`config.mk`:
```
export PLATFORM = sky130hd
export DESIGN_NAME = ibex_instr_wb_bridge
export DESIGN_NICKNAME = d
export VERILOG_FILES = /design/src/rtl/ibex_wb_pkg.sv /design/src/rtl/ibex_instr_wb_bridge.sv
export SDC_FILE = /design/constraint.sdc
export NUM_CORES = 1
export LEC_CHECK = 0
export CORE_MARGIN = 2
export CORE_UTILIZATION = 22
export CTS_BUF_LIST = sky130_fd_sc_hd__clkbuf_8
export DETAILED_ROUTE_END_ITERATION = 6
export PLACE_DENSITY = 0.83
export SYNTH_ARGS = -nofsm -noshare
export SYNTH_HDL_FRONTEND = slang
export SYNTH_SLANG_ARGS = --single-unit
```
`constraint.sdc`:
```
create_clock -name clk -period 2.4 [get_ports clk]
set_clock_uncertainty 0.15 [all_clocks]
set_input_delay 0.72 -clock clk [delete_from_list [all_inputs] [get_ports clk]]
set_output_delay 0.72 -clock clk [all_outputs]
set_load 0.01 [all_outputs]
```
`src/rtl/ibex_wb_pkg.sv`:
```
// Shared types and bus constants for the Ibex instruction-side Wishbone bridge.
package ibex_wb_pkg;

    localparam int unsigned WB_ADR_W = 32;
    localparam int unsigned WB_DAT_W = 32;
    localparam int unsigned WB_SEL_W = 4;

    localparam logic [WB_SEL_W-1:0] WB_SEL_ALL = 4'hF;

    typedef enum logic [1:0] {
        IDLE,
        ACTIVE,
        DRAIN,
        GAP
    } bridge_state_e;

endpackage

```
`src/rtl/ibex_instr_wb_bridge.sv`:
```
// Ibex instruction-fetch port to Wishbone B4 pipelined read master.
// Counts outstanding reads, holds CYC until all are answered, drains and drops CYC after an error.
module ibex_instr_wb_bridge
    import ibex_wb_pkg::*;
#(
    parameter int unsigned MaxOutstanding = 2,
    parameter bit          RegResp        = 1'b0
) (
    input  logic                clk,
    input  logic                rst_n,
    input  logic                instr_req,
    output logic                instr_gnt,
    input  logic [WB_ADR_W-1:0] instr_addr,
    output logic                instr_rvalid,
    output logic [WB_DAT_W-1:0] instr_rdata,
    output logic                instr_err,
    output logic                wb_cyc,
    output logic                wb_stb,
    output logic                wb_we,
    output logic [WB_SEL_W-1:0] wb_sel,
    output logic [WB_ADR_W-1:0] wb_adr,
    input  logic [WB_DAT_W-1:0] wb_dat_i,
    input  logic                wb_ack,
    input  logic                wb_err,
    input  logic                wb_stall,
    output logic                proto_err
);

    localparam int unsigned     CntW   = $clog2(MaxOutstanding + 1);
    localparam logic [CntW-1:0] CntMax = CntW'(MaxOutstanding);

    bridge_state_e   state_q, state_d;
    logic [CntW-1:0] cnt, cnt_next;
    logic            rsp, rsp_err, stray, room, can_issue, issue;

    // A response frees its slot in the same cycle, so a new read may be issued alongside it.
    assign rsp       = (wb_ack | wb_err) & (cnt != '0);
    assign stray     = (wb_ack | wb_err) & (cnt == '0);
    assign rsp_err   = wb_err & rsp;
    assign room      = (cnt < CntMax) | rsp;
    // No strobe while draining or while the terminated cycle has CYC low.
    assign can_issue = (state_q == IDLE) | (state_q == ACTIVE);
    assign issue     = instr_req & room & can_issue;

    assign wb_stb    = issue;
    assign instr_gnt = issue & ~wb_stall;
    assign wb_cyc    = (state_q != GAP) & (issue | (cnt != '0));
    assign wb_we     = 1'b0;
    assign wb_sel    = WB_SEL_ALL;
    assign wb_adr    = instr_addr;

    assign cnt_next  = cnt + CntW'(instr_gnt) - CntW'(rsp);

    always_comb begin
        state_d = state_q;
        unique case (state_q)
            IDLE: begin
                if (issue) state_d = ACTIVE;
            end
            ACTIVE: begin
                if (rsp_err)                              state_d = DRAIN;
                else if ((cnt_next == '0) && !issue)      state_d = IDLE;
            end
            DRAIN: begin
                if (cnt_next == '0) state_d = GAP;
            end
            GAP: begin
                state_d = IDLE;
            end
            default: state_d = IDLE;
        endcase
    end

    always_ff @(posedge clk or negedge rst_n) begin
        if (!rst_n) begin
            state_q   <= IDLE;
            cnt       <= '0;
            proto_err <= 1'b0;
        end else begin
            state_q   <= state_d;
            cnt       <= cnt_next;
            proto_err <= proto_err | stray;
        end
    end

    // Response path: registered (+1 cycle, rdata holds) or straight through.
    if (RegResp) begin : g_reg_rsp
        logic                rvalid_q, err_q;
        logic [WB_DAT_W-1:0] rdata_q;

        always_ff @(posedge clk or negedge rst_n) begin
            if (!rst_n) begin
                rvalid_q <= 1'b0;
                err_q    <= 1'b0;
                rdata_q  <= '0;
            end else begin
                rvalid_q <= rsp;
                err_q    <= rsp_err;
                if (rsp) rdata_q <= wb_dat_i;
            end
        end

        assign instr_rvalid = rvalid_q;
        assign instr_err    = err_q;
        assign instr_rdata  = rdata_q;
    end else begin : g_comb_rsp
        assign instr_rvalid = rsp;
        assign instr_err    = rsp_err;
        assign instr_rdata  = wb_dat_i;
    end

endmodule

```
# Word-level counts from Yosys, hierarchy flattened
# Index checks and enable logic that the tools add are counted.
# totals
reg_bits	5
latchBits	0
ramBits	0
mem_bits_ro	0
output_inout_bits	75
elab_cells	38
n_memories	0
# op_classes
add_sub_neg	2
mul	0
div_mod_pow	0
n_lt_le_gt_ge	1
eq_ne	7
n_shift	0
n_mux	5
n_bitwise	13
n_reduce_logical	7
# ops
operator	n
$mux W2	4
$pmux W2 S4	1
$and A1 B1 Y1	7
$logic_not A2 Y1	3
$ne A2 B2 Y1 const B	3
$or A1 B1 Y1	5
$eq A2 B2 Y1 const B	2
$ne A3 B2 Y1 const B	1
$reduce_and A3 Y1	1
$add A2 B1 Y2	1
$eq A2 B1 Y1 const B	1
$lt A2 B2 Y1 const B	1
$reduce_bool A2 Y1	1
$sub A2 B1 Y2	1
$logic_and A1 B1 Y1	1
$logic_not A1 Y1	1
$not A1 Y1	1

# Longest topological paths before layout
# depth
depth_word	13
mapped_depth	8
ltp_nobuf	8

# Least setup slack after synthesis
# Ideal clock, no wire load.
# synth_path
path_kind	input -> register
from	in wb_err
to	reg state_q[0]
setup_ps	133
arrival_time_ps	2381
required_time_ps	2117
setup_slack_ps	-264
stages	7
path_buffers	0
cell_sequence	or3b_4 > and2_2 > nor2b_1 > ha_1 > xor3_2 > a2111oi_4 > a211oi_2
# synth_via
elab_chain_len	12
elab_cells_between_ends	18
# synth_lines
item	line_no	rtl
start, declared	ibex_instr_wb_bridge.sv:24	input logic wb_err,
$or A1 B1 Y1 *	ibex_instr_wb_bridge.sv:37	assign rsp = (wb_ack | wb_err) & (cnt != '0);
$and A1 B1 Y1 *	ibex_instr_wb_bridge.sv:37	
$or A1 B1 Y1 *	ibex_instr_wb_bridge.sv:40	assign room = (cnt < CntMax) | rsp;
$and A1 B1 Y1 * (2 in series)	ibex_instr_wb_bridge.sv:43	assign issue = instr_req & room & can_issue;
via wb_stb	ibex_instr_wb_bridge.sv:18	output logic wb_stb,
$and A1 B1 Y1 *	ibex_instr_wb_bridge.sv:46	assign instr_gnt = issue & ~wb_stall;
via instr_gnt	ibex_instr_wb_bridge.sv:12	output logic instr_gnt,
$add A2 B1 Y2 *	ibex_instr_wb_bridge.sv:52	assign cnt_next = cnt + CntW'(instr_gnt) - CntW'(rsp);
$sub A2 B1 Y2 *	ibex_instr_wb_bridge.sv:52	
via cnt_next[1]	ibex_instr_wb_bridge.sv:33	logic [CntW-1:0] cnt, cnt_next;
$logic_not A2 Y1 *	ibex_instr_wb_bridge.sv:62, ibex_instr_wb_bridge.sv:65	
$logic_and A1 B1 Y1	ibex_instr_wb_bridge.sv:62	else if ((cnt_next == '0) && !issue) state_d = IDLE;
$ne A3 B2 Y1 (no source line)	--	
$reduce_and A3 Y1 (no source line) *	--	
end signal, assigned	ibex_instr_wb_bridge.sv:80	state_q <= state_d;
end, declared	ibex_instr_wb_bridge.sv:32	bridge_state_e state_q, state_d;
# The timed path passes the listed nets; every way through them passes the cells marked *.
# A chain may end at the register's enable or synchronous reset.

# Final worst setup path
# layout_path
from	in wb_ack
to	out instr_gnt
# layout_via
elab_chain_len	6
# layout_lines
item	line_no	rtl
start, declared	ibex_instr_wb_bridge.sv:23	input logic wb_ack,
$or A1 B1 Y1	ibex_instr_wb_bridge.sv:37	
$and A1 B1 Y1	ibex_instr_wb_bridge.sv:37	
$or A1 B1 Y1	ibex_instr_wb_bridge.sv:40	
$and A1 B1 Y1 (2 in series)	ibex_instr_wb_bridge.sv:43	
$and A1 B1 Y1	ibex_instr_wb_bridge.sv:46	
end, declared	ibex_instr_wb_bridge.sv:12	
# No other way between the ends.

==> impl_results.md <==
- CTS H-tree lvls: 1
- Cts hold-fix bufs: 0
- Yosys warning count: 0
- Commonest non-fill, non-tap cell in the layout: buf_4
- Min cycle time layout: 2.448 ns
- Final worst path period share: 102.0%
- Register area: 125.1 um2
- Clk pwr share: 17.4%
- Syn Inst Count: 100
- Worst EP arrival: 1.58 ns
- RSZ-0062 raised after global routing: true
- Diode count: 0
- Clock transition at path regs: 0.03 ns
- First-pass GRT wire length: 2145 um
- Clk sinks: 5
- Vias: 417
- Syn_area_per_cell: 8.583 um2
- Top delay family on crit path: simple AND/OR/NAND/NOR gates
- Nets@finish: 132
- Int Pwr: 553.0 uW
- Worst EP required: approximately 1.5 ns
- Net Sw Frac: a little over a third
- Placer congestion estimate: 0.7953
- Peak fanout along the critical path: 2
- Final core utilization: 18.32%
- Post-route cell area: between 600 and 700 um2
- Setup Crit Path Kind: in2out
- Netlist cell types: 19
- Outcome: finished with violations
- Sw power: 318.1 uW
- Chip width: around 66 um
- Area of the multi-input gates: 254.0 um2
- GRT Util Overall: under 10%
- Post-synthesis register bit count: 5
- Layout cells sized above 1: 50.85%
- Dpl cell area: 616.8 um2
- Die height: between 60 and 70 um
- Final Max Slew Viols: 0
- I/O Buffers: 11
- Final WL: 1520 um
- Area grow syn2layout: -20.70%
- Max incr delay on CP: 0.38 ns
- Vias per cell: 3.897
- Final setup fails: 1
- Initial core utilization: 23.10%
- Pwr dens: ~1300 nW/um2
- Most frequent cells in the layout: 9 x buf_4, 5 x dfrtp_1, 5 x conb_1, 5 x buf_6, 4 x inv_1
- Drt pass-1 iters: 3
- Root buf cell: clkbuf_8
- Iteration-0 DRC Markers: 3
- CTS tree: done
- Critical Path Sink Type: output pin
- Initial antenna violation count: 0
- Final Hold Vio Count: 0
- Worst-case clock buffer depth: 2
- Largest net degree at the start of global routing: 6
- Detailed placement HPWL: 1153 um
- Fillers: 425
- Clk_lat worst skew: 0.22 ns
- Max-Cap Viols: 0
- Setup crit start kind: input port
- Register area share after synthesis: 14.58%
- Row count: 22
- Num ports: approximately 150
- Post-synthesis cell area: 858.3 um2
- Failing checks: negative setup slack
- Most common cell on crit path: buf_6
- CP bufs+invs: 2
- Max rail drop VDD: 0.5533 mV
- Gate power share: 63.9%
- Post-layout total power: 871.1 uW
- P_leak: 0.0003209 uW
- Die area: 4417 um2
- DRC viols: 0
- GR Overflow Total: 0
- Total CTS buffers: 3
- Slowest CP cell: or3b_4
- Vias in the first global route: 467
- Worst Hold Class: reg2reg
- Routed Antenna Nets: 0
- Achievable Freq: 408.4 MHz
- Register share of total power: 18.6%
- WL/cell: approximately 14 um
- Final worst slack: -0.04848 ns
- Core area: 3716 um2
- CP Cell Sequence: buf_6 -> or3b_4 -> and2_4 -> nor2b_4 -> buf_6
-- through the flow --
step	worst slack (ns)	setup TNS, ns	cells	hold slack (ns)
after global placement	-0.7307	-3.972	102	0.3078
after floorplan	-0.1622	-0.1622	103	0.2744
after CTS	-0.07147	-0.08644	107	0.3296
after global routing	-0.06879	-0.1037	107	0.3613
final	-0.04848	-0.04848	107	0.3214
after detailed placement	-0.7591	-4.222	102	0.3067
-- power by group through the flow --
stage | combinational, uW | clock (uW) | sequential (uW)
finish | 557 | 152 | 162
detailed placement | 510 | 0 | 159
CTS | 553 | 157 | 164
global placement | 490 | 0 | 155
global route | 597 | 166 | 171
floorplan | 444 | 0 | 160
-- area by class of cell --
class | instances | share of cell area, %
Inverter | 4 | 2.206
Sequential cell | 5 | 18.38
Tap cell | 48 | 8.824
Timing Repair Buffer | 21 | 26.65
Clock buffer | 3 | 6.066
Multi-Input combinational cell | 25 | 37.32
Clock inverter | 1 | 0.5515
-- path summary, 6_finish.rpt --
kind | start | end | slack (ns) | cells past startpoint
setup / recovery | wb_ack | instr_gnt | -0.05 | 5
hold / removal | proto_err | proto_err | 0.32 | 2
setup reg to reg | cnt[1] | state_q[0] | 0.23 | 9
hold reg to reg | proto_err | proto_err | 0.32 | 2
max in group asynchronous | rst_n | cnt[0] | 1.33 | 1
min in group asynchronous | rst_n | asynchronous set/reset pin | 0.58 | 1
-- logic make-up (layout without fill, tap and decap cells) --
family / after synthesis / after routing / share of synthesized area [%]
AOI/OAI and AO/OA: 8 / 8 / 10.06
xor gates and xnor gates: 1 / 1 / 2.915
muxes: 1 / 1 / 1.166
other: 2 / 5 / 0.8750
DFF: 5 / 5 / 14.58
and+or+nand+nor: 8 / 8 / 5.393
buffers and inverters: 73 / 29 / 62.10
adders and majority gates: 2 / 2 / 2.915
-- cell usage after synthesis --
cell type	n	area share, %
buf_4	69	60
dfrtp_1	5	15
inv_1	4	1.7
nor2_1	3	1.3
conb_1	2	0.87
ha_1	2	2.9
nor2b_1	2	1.5
o21a_1	2	1.7
a2111oi_4	1	3.2
a211oi_2	1	1.5
a2bb2oi_1	1	1.0
and2_2	1	0.87
mux2i_1	1	1.2
nand2_1	1	0.44
o21ai_0	1	0.58
o31a_2	1	1.2
o31ai_1	1	0.87
or3b_4	1	1.3
xor3_2	1	2.9
-- metal layers --
layer / wire length (um) / track usage (%)
met3: 273 / 4.899
met4: 242 / 11.73
met2: 638 / 9.500
met1: 365 / 4.192
met5: 0 / 0
-- tightest hold or removal path, stage by stage, from the launching register on --
cell,delay (ns)
dfrtp_1,0.34
inv_1,0.05
o31ai_1,0.05
-- what timing repair did --
action / CTS / global route
endpoints found under the setup margin: 7 / 3
gates resized for setup: 31 / 3
buffers inserted: 1 / 0
pin swaps: 5 / 2
(Power assumes the default switching activity.)
